**src/rtl/eater_core_if.sv**
```systemverilog
// Host-facing bundle of eater_core: program-load port in, display/status out.
interface eater_core_if #(
  parameter int DATA_W = 8,
  parameter int ADDR_W = 4
);
  logic              prog_we;
  logic [ADDR_W-1:0] prog_addr;
  logic [DATA_W-1:0] prog_data;
  logic [DATA_W-1:0] out_data;
  logic              out_valid;
  logic              halted;
  logic [ADDR_W-1:0] pc;
  logic              carry;
  logic              zero;

  modport master (
    output prog_we, prog_addr, prog_data,
    input  out_data, out_valid, halted, pc, carry, zero
  );

  modport slave (
    input  prog_we, prog_addr, prog_data,
    output out_data, out_valid, halted, pc, carry, zero
  );
endinterface

```
**src/rtl/eater_core.sv**
```systemverilog
// Microcoded accumulator CPU: 5-step fetch/execute over internal RAM, with
// A/B registers, add/sub with carry/zero flags, jumps, OUT and HLT.
module eater_core #(
  parameter int DATA_W = 8,
  parameter int ADDR_W = 4
) (
  input  logic        clk,
  input  logic        rst,
  eater_core_if.slave bus
);
  localparam int DEPTH = 2 ** ADDR_W;
  localparam logic [ADDR_W-1:0] PC_ONE = ADDR_W'(1);

  localparam logic [3:0] OP_LDA = 4'h1;
  localparam logic [3:0] OP_ADD = 4'h2;
  localparam logic [3:0] OP_SUB = 4'h3;
  localparam logic [3:0] OP_STA = 4'h4;
  localparam logic [3:0] OP_LDI = 4'h5;
  localparam logic [3:0] OP_JMP = 4'h6;
  localparam logic [3:0] OP_JC  = 4'h7;
  localparam logic [3:0] OP_JZ  = 4'h8;
  localparam logic [3:0] OP_OUT = 4'hE;
  localparam logic [3:0] OP_HLT = 4'hF;

  typedef enum logic [2:0] {T0, T1, T2, T3, T4} step_t;

  step_t             r_step, w_step_nxt;
  logic [DATA_W-1:0] r_a, r_b, r_ir, r_out;
  logic [ADDR_W-1:0] r_pc, r_mar;
  logic              r_carry, r_zero, r_halted, r_out_valid;
  logic [DATA_W-1:0] r_mem [DEPTH];

  logic [3:0]        w_op;
  logic [ADDR_W-1:0] w_operand;
  logic [DATA_W-1:0] w_imm, w_ram_rd, w_alu_b;
  logic [DATA_W:0]   w_sum;
  logic              w_sub, w_jump, w_prog_wr, w_sta_wr;

  assign w_op      = r_ir[DATA_W-1 -: 4];
  assign w_operand = r_ir[ADDR_W-1:0];
  assign w_imm     = {4'b0000, r_ir[DATA_W-5:0]};
  assign w_ram_rd  = r_mem[r_mar];

  // SUB is A + ~B + 1, so bit DATA_W of the sum is the no-borrow flag.
  assign w_sub   = (w_op == OP_SUB);
  assign w_alu_b = w_sub ? ~r_b : r_b;
  assign w_sum   = {1'b0, r_a} + {1'b0, w_alu_b} + {{DATA_W{1'b0}}, w_sub};

  assign w_jump = (w_op == OP_JMP) ||
                  ((w_op == OP_JC) && r_carry) ||
                  ((w_op == OP_JZ) && r_zero);

  // NOTE: every signal driven here gets a default first, so no path leaves it
  // unassigned and no latch is inferred.
  always_comb begin
    w_step_nxt = r_step;
    if (!r_halted) begin
      unique case (r_step)
        T0:      w_step_nxt = T1;
        T1:      w_step_nxt = T2;
        T2:      w_step_nxt = (w_op == OP_HLT) ? T2 : T3;
        T3:      w_step_nxt = T4;
        T4:      w_step_nxt = T0;
        default: w_step_nxt = T0;
      endcase
    end
  end

  // NOTE: state registers use non-blocking assignments so every flop samples
  // the pre-edge values regardless of statement order.
  always_ff @(posedge clk) begin
    if (rst) r_step <= T0;
    else     r_step <= w_step_nxt;
  end

  always_ff @(posedge clk) begin
    if (rst) begin
      r_pc        <= '0;
      r_mar       <= '0;
      r_ir        <= '0;
      r_a         <= '0;
      r_b         <= '0;
      r_out       <= '0;
      r_out_valid <= 1'b0;
      r_carry     <= 1'b0;
      r_zero      <= 1'b0;
      r_halted    <= 1'b0;
    end else begin
      r_out_valid <= 1'b0;
      if (!r_halted) begin
        unique case (r_step)
          T0: r_mar <= r_pc;
          T1: begin
            r_ir <= w_ram_rd;
            r_pc <= r_pc + PC_ONE;
          end
          T2: begin
            if (w_op == OP_LDA || w_op == OP_ADD || w_op == OP_SUB || w_op == OP_STA)
              r_mar <= w_operand;
            if (w_op == OP_LDI) r_a <= w_imm;
            if (w_jump)         r_pc <= w_operand;
            if (w_op == OP_OUT) begin
              r_out       <= r_a;
              r_out_valid <= 1'b1;
            end
            if (w_op == OP_HLT) r_halted <= 1'b1;
          end
          T3: begin
            if (w_op == OP_LDA)                    r_a <= w_ram_rd;
            if (w_op == OP_ADD || w_op == OP_SUB)  r_b <= w_ram_rd;
          end
          T4: begin
            if (w_op == OP_ADD || w_op == OP_SUB) begin
              r_a     <= w_sum[DATA_W-1:0];
              r_carry <= w_sum[DATA_W];
              r_zero  <= (w_sum[DATA_W-1:0] == '0);
            end
          end
          default: ;
        endcase
      end
    end
  end

  // Host loads win, but only while the core is held in reset or stopped.
  assign w_prog_wr = bus.prog_we && (rst || r_halted);
  assign w_sta_wr  = !rst && !r_halted && (r_step == T3) && (w_op == OP_STA);

  // NOTE: the RAM has no reset so programs survive rst; it maps onto plain
  // memory cells instead of a register file with clear logic.
  always_ff @(posedge clk) begin
    if (w_prog_wr)     r_mem[bus.prog_addr] <= bus.prog_data;
    else if (w_sta_wr) r_mem[r_mar]         <= r_a;
  end

  assign bus.out_data  = r_out;
  assign bus.out_valid = r_out_valid;
  assign bus.halted    = r_halted;
  assign bus.pc        = r_pc;
  assign bus.carry     = r_carry;
  assign bus.zero      = r_zero;
endmodule

```
**src/flat_wrapper.sv**
```systemverilog
// flat-port wrapper written by rule: the top's interface ports become plain ports
module eater_core_flat 
#(
  parameter int DATA_W = 8,
  parameter int ADDR_W = 4
)
  (clk, rst, bus_prog_we, bus_prog_addr, bus_prog_data, bus_out_data, bus_out_valid, bus_halted, bus_pc, bus_carry, bus_zero);
  eater_core_if #(.DATA_W(DATA_W), .ADDR_W(ADDR_W)) bus_i ();
  input  logic clk;
  input  logic rst;
  input wire logic [$bits(bus_i.prog_we)-1:0] bus_prog_we;
  input wire logic [$bits(bus_i.prog_addr)-1:0] bus_prog_addr;
  input wire logic [$bits(bus_i.prog_data)-1:0] bus_prog_data;
  output wire logic [$bits(bus_i.out_data)-1:0] bus_out_data;
  output wire logic [$bits(bus_i.out_valid)-1:0] bus_out_valid;
  output wire logic [$bits(bus_i.halted)-1:0] bus_halted;
  output wire logic [$bits(bus_i.pc)-1:0] bus_pc;
  output wire logic [$bits(bus_i.carry)-1:0] bus_carry;
  output wire logic [$bits(bus_i.zero)-1:0] bus_zero;
  assign bus_i.prog_we = bus_prog_we;
  assign bus_i.prog_addr = bus_prog_addr;
  assign bus_i.prog_data = bus_prog_data;
  assign bus_out_data = bus_i.out_data;
  assign bus_out_valid = bus_i.out_valid;
  assign bus_halted = bus_i.halted;
  assign bus_pc = bus_i.pc;
  assign bus_carry = bus_i.carry;
  assign bus_zero = bus_i.zero;
  eater_core #(.DATA_W(DATA_W), .ADDR_W(ADDR_W)) u_core (.clk(clk), .rst(rst), .bus(bus_i));
endmodule
```
**config.mk**
```make
export PLATFORM = sky130hd
export DESIGN_NAME = eater_core_flat
export DESIGN_NICKNAME = d
export VERILOG_FILES = /design/src/rtl/eater_core_if.sv /design/src/rtl/eater_core.sv /design/src/flat_wrapper.sv
export SDC_FILE = /design/constraint.sdc
export NUM_CORES = 1
export LEC_CHECK = 0
export ABC_AREA = 0
export BUFFER_PORTS_ARGS = -buffer_cell sky130_fd_sc_hd__buf_2
export CORE_UTILIZATION = 60
export CTS_CLUSTER_SIZE = 28
export DETAILED_ROUTE_END_ITERATION = 16
export PLACE_DENSITY_LB_ADDON = 0.2
export SETUP_SLACK_MARGIN = 0.3
export SYNTH_ARGS = -nofsm -noshare
export SYNTH_HDL_FRONTEND = slang
export SYNTH_SLANG_ARGS = --single-unit
```
**constraint.sdc**
```tcl
create_clock -name clk -period 3.8 [get_ports clk]
set_clock_uncertainty 0.1 [all_clocks]
set_input_delay 0 -clock clk [delete_from_list [all_inputs] [get_ports clk]]
set_output_delay 0 -clock clk [all_outputs]
set_load 0.01 [all_outputs]
```
* Word-level counts from Yosys, hierarchy flattened
Memories as Yosys holds them, arrays and structs flattened. A register that Yosys moved wholly into a read port is not among the register bits.
Index checks and enable logic that the tools add are counted.
** Storage, ports and cells
- Latch bits :: 0
- Memories :: 1
- Bits in registers :: 47
- Logic and storage cells :: 91
- Memory bits (read-only) :: 0
- Input port bits :: 15
- Output and inout bits :: 16
- RAM bits :: 128
** Operators by class
- $add $sub $neg :: 3
- Div/mod/pow operators :: 0
- Multipliers :: 0
- Magnitude comparators :: 0
- Eq/ne operators :: 19
- Shift-type cells :: 0
- Bitwise gates (word level) :: 3
- Multiplexer cells :: 25
- Reductions and logical operators :: 29
** Memories
- u_core.r_mem :: words 16, width 8, rd ports 1, clocked after memory_dff 1, wr ports 1, RTL line eater_core.sv:31 : logic [DATA_W-1:0] r_mem [DEPTH];
** Operators with widths (number)
- $mux W8 :: 5
- $pmux W8 S3 :: 1
- $mux W4 :: 5
- $eq A4 B3 Y1 const B :: 4
- $pmux W4 S2 :: 2
- $reduce_and A3 Y1 :: 5
- $eq A4 B4 Y1 const B :: 3
- $pmux W3 S4 :: 1
- $mux W1 :: 11
- $ne A2 B1 Y1 const B :: 5
- $add A8 B8 Y9 :: 1
- $add A9 B1 Y9 :: 1
- $eq A4 B2 Y1 const B :: 2
- $logic_not A8 Y1 :: 1
- $not A8 Y8 :: 1
- $reduce_or A8 Y1 :: 1
- $logic_or A1 B1 Y1 :: 7
- $eq A3 B2 Y1 const B :: 2
- $logic_and A1 B1 Y1 :: 6
- $reduce_and A5 Y1 :: 1
- $add A4 B1 Y4 const B :: 1
- $eq A4 B1 Y1 const B :: 1
- $reduce_bool A2 Y1 :: 2
- $eq A3 B1 Y1 const B :: 1
- 7 further kinds :: 9

* Longest topological paths before layout
- Word-level depth :: 9
- Mapped depth :: 10

* Worst setup path after synthesis
OpenSTA, ideal clock, no wires.
- Path type :: flip-flop to flip-flop
- Start :: register u_core.r_ir[6]
- End :: register u_core.r_zero, in the netlist u_core.bus.zero
- Library setup time :: 87 ps
- Period minus slack after synthesis :: 2855 ps
- Arrival time :: 2668 ps
- Stages on the path, launching flop included :: 11
- Setup slack :: 945 ps
- Cell sequence :: dfxtp_1 > clkbuf_1 > nor4bb_1 > buf_2 > mux2_2 > fa_1 > xor2_1 > or4_1 > a211oi_1 > o211ai_1 > o31ai_1
** On the way
- Cells in the longest elaborated chain, start to end :: 5
- Elaborated cells between the ends (all ways) :: 8
- Classes of those cells :: add/sub: 2; eq/ne: 2; mux: 1; reduce/logical: 3
** Ends and longest elaborated chain
- from (decl) :: RTL line eater_core.sv:28 : logic [DATA_W-1:0] r_a, r_b, r_ir, r_out;
- from (signal assigned) :: RTL line eater_core.sv:94 : r_ir <= w_ram_rd;
- $eq A4 B2 Y1 :: RTL line eater_core.sv:45, eater_core.sv:113
- $mux W8 :: RTL line eater_core.sv:46 : assign w_alu_b = w_sub ? ~r_b : r_b;
- $add A8 B8 Y9 :: RTL line eater_core.sv:47 : assign w_sum = {1'b0, r_a} + {1'b0, w_alu_b} + {{DATA_W{1'b0}}, w_sub};
- $add A9 B1 Y9 :: RTL line eater_core.sv:47
- $logic_not A8 Y1 :: RTL line eater_core.sv:116 : r_zero <= (w_sum[DATA_W-1:0] == '0);
- to (signal assigned) :: RTL line eater_core.sv:116
- to (decl) :: RTL line eater_core.sv:30 : logic r_carry, r_zero, r_halted, r_out_valid;
Several ways; a longest one is shown, not always the timed one.
A chain may end at the register's enable or synchronous reset.

* Final worst setup path
- Start :: register u_core.r_ir[5]
- End :: register u_core.r_zero, in the netlist u_core.bus.zero
Same word-level chain as after synthesis.

==> results.ini <==
[power]
powerDensity_mw_per_mm2 = 489
power_mw = 4.29
p_leak_nw = 3.07
vdd_ir_drop_max_uv = 481

[cells_and_area]
finish.instance_area_mm2 = 0.00877
layout.nets = 604
drive_gt1_share_pct = 22.8
final_common_cell = edfxtp_1
syn_to_final_growth_pct = 12.5
mostFrequentLayoutCells = edfxtp_1 (128), nor2_1 (53), dfxtp_1 (50)
num_antenna_cells = 0
fin_cells = 764

[placed_design]
dpl.hpwl_mm = 10.9
gp_congestion = 0.846
placed_cells = 732
placed_area_mm2 = 0.00818
io_buffers = 30

[clock_tree]
cts_buffer_depth = 2
htreeDepth = 4
numCtsBuffers = 17
cts_tree = built
path_clk_slew_ns = 0.07
insertion_delay_ns = 0.43
cts_num_sinks = 179
ctsHoldBuffers = 0
root_buffer = clkbuf_16

[synthesis]
yosys_warnings = 0
syn_area_per_cell_um2 = 14.5
mappedNetlistNets = 564
syn-cell-area_mm2 = 0.00780
synthTopCellsByArea = edfxtp_1 (49%), dfxtp_1 (13%), mux4_2 (9.5%), mux2i_1 (2.7%), nor2_1 (2.6%)
yosys_register_bits = 179
ys_async_sr_fraction_pct = 0
synth.top_cell.area_share_pct = 49.3
synth_edf_count = 128
yosys.area.top_type = edfxtp_1
syn_inst = 539
yosysSeqAreaShare_pct = 62.4
synth_ff_type = edfxtp_1
ys_types = 63

[setup_path]
slowest_delay_ns = 0.50
crit_path_start_kind = flip-flop
cp_max_fo = 10
crit_slowest_cell = dfxtp_1
arrival_ns = 3.34
crit_required_ns = 4.04
cp_common_cell = xor2_1
end_kind = flip-flop
path_class = flip-flop to flip-flop
crit_chain = nor4bb_4 > xor2_1 > fa_1 > xor2_1 > or4_1 > a211oi_1 > o211ai_1 > o31ai_1

[flow_run]
cap_violations = 0

[timing]
fmax_mhz = 322
post-route-period-util_pct = 81.6
hold_viol = 0
holdWs_ns = 0.0244
worstMarginPinSlew_ns = 0.814
setup_viol = 0
grt_setup_unrepaired = false
period_needed_ns = 3.10
slew-limit-headroom_pct = 45.5
setup_tns_ns = 0
slew_viol_final = 0

[detailed_routing]
vias = 4714
final_antenna_net_count = 0
vias_per_cell = 6.17
drc_errors = 0
route.final.wire_length_mm = 16.6
first_iter_violations = 438
wire_per_inst_um = 21.8
drtPass1Iterations = 4

[global_route]
grt_pass1_wl_mm = 26.2
grt_max_degree = 46
grt_pass1_vias = 4666
antenna_found_initial = 0
grt_usage_pct = 27.5
globalRoute.totalOverflow = 0

[die]
core_mm2 = 0.0127
io-pin-count = 31
initial_core_util_pct = 61.6
die_y_um = 116
dieWidth_um = 116
die_area_mm2 = 0.0135
fp-row-count = 41

[worst_hold_path]
hp-class = primary input to flip-flop

[run_status]
outcome = complete, no violations

[final timing paths]
path	start	to	slack, ns	depth (start not counted)
setup reg to reg	u_core.r_ir[5]	u_core.bus.zero	0.70	8
setup / recovery	u_core.r_ir[5]	u_core.bus.zero	0.70	8
hold / removal	bus_prog_data[4]	u_core.r_mem[12][4]	0.02	2
hold reg to reg	u_core.bus.out_data[4]	u_core.bus.out_data[4]	0.39	2
[final cells by class]
cell class | instances | area [um^2]
clock inverters | 15 | 164
multi-input cells | 322 | 2750
flip-flops and latches | 179 | 4870
well taps | 172 | 215
fillers | 885 | 3900
clock buffers | 17 | 425
inverters | 8 | 30.0
repair buffers | 51 | 320
[per-layer routing]
layer / wire length [um] / share of wire, % / track usage (%) / up-vias
met5: 0 / 0 / 0 / -
met4: 390 / 2.3 / 11.4 / 0
met3: 681 / 4.1 / 5.02 / 29
met2: 8630 / 52 / 47.0 / 122
met1: 6930 / 42 / 34.7 / 2389
li1: - / - / - / 2174
[where the power goes]
part / switching, mW / internal (mW) / leakage [nW]
combinational: 0.181 / 0.168 / 1.21
clock: 0.726 / 1.03 / 0.288
sequential: 0.0618 / 2.12 / 1.57
[synthesized netlist by cell type (3+ instances only)]
cell type / number
mux4_2: 33
and2_1: 3
nand2_1: 48
o21ai_0: 9
a21oi_1: 24
inv_1: 8
nor4_1: 4
a221oi_1: 3
mux4_1: 6
edfxtp_1: 128
nor3_1: 10
o31ai_1: 3
a22oi_1: 4
buf_1: 3
mux2i_1: 21
buf_6: 3
buf_2: 9
ha_1: 9
nor2_1: 53
mux2_2: 10
xor2_1: 10
a21o_1: 4
o21a_1: 3
dfxtp_1: 51
nor3b_1: 5
a311oi_1: 6
a31oi_1: 8
nand3_1: 4
clkbuf_1: 13
[critical path: cells and delay by family, from the launching register on]
kind | cells | cell delay [ns]
AO/OA/AOI/OAI | 3 | 0.58
XOR/XNOR | 2 | 0.38
adder cells (fa/ha/maj) | 1 | 0.47
flip-flops | 1 | 0.50
AND/OR/NAND/NOR | 2 | 0.98
[flip-flops by register name (all words and copies together) (netlist names), named ones only]
name and count:
u_core.bus.out_valid 1, u_core.r_ir 8, u_core.bus.out_data 8, u_core.r_mem 128, u_core.r_step 3, u_core.bus.zero 1
u_core.bus.pc 4, u_core.bus.carry 1, u_core.bus.halted 1, u_core.r_mar 4, u_core.r_a 8, u_core.r_b 8
[kinds of logic (layout without fill, tap and decap cells)]
group,Yosys count,count (layout),share of synthesized area [%]
AOI/OAI and AO/OA,86,86,7.60
xor gates and xnor gates,11,11,1.24
DFF,179,179,62.4
buffers and inverters,38,91,2.61
adders and majority gates,10,10,1.70
muxes,70,70,15.7
and+or+nand+nor,145,145,8.79
[repair_timing]
item	4_1_cts	5_1_grt
buffers inserted	0	0
setup endpoints to repair	0	1
hold endpoints to repair	0	0
gates resized for setup	0	1
[through the flow]
stage	utilization [%]	worst slack (ns)
6_report	69.2	0.698
5_1_grt	69.2	0.487
4_1_cts	69.2	0.501
3_5_place_dp	64.5	0.542
3_3_place_gp	64.5	0.681
2_1_floorplan	-	0.945
Note: power is estimated with default switching activity, not from simulation.
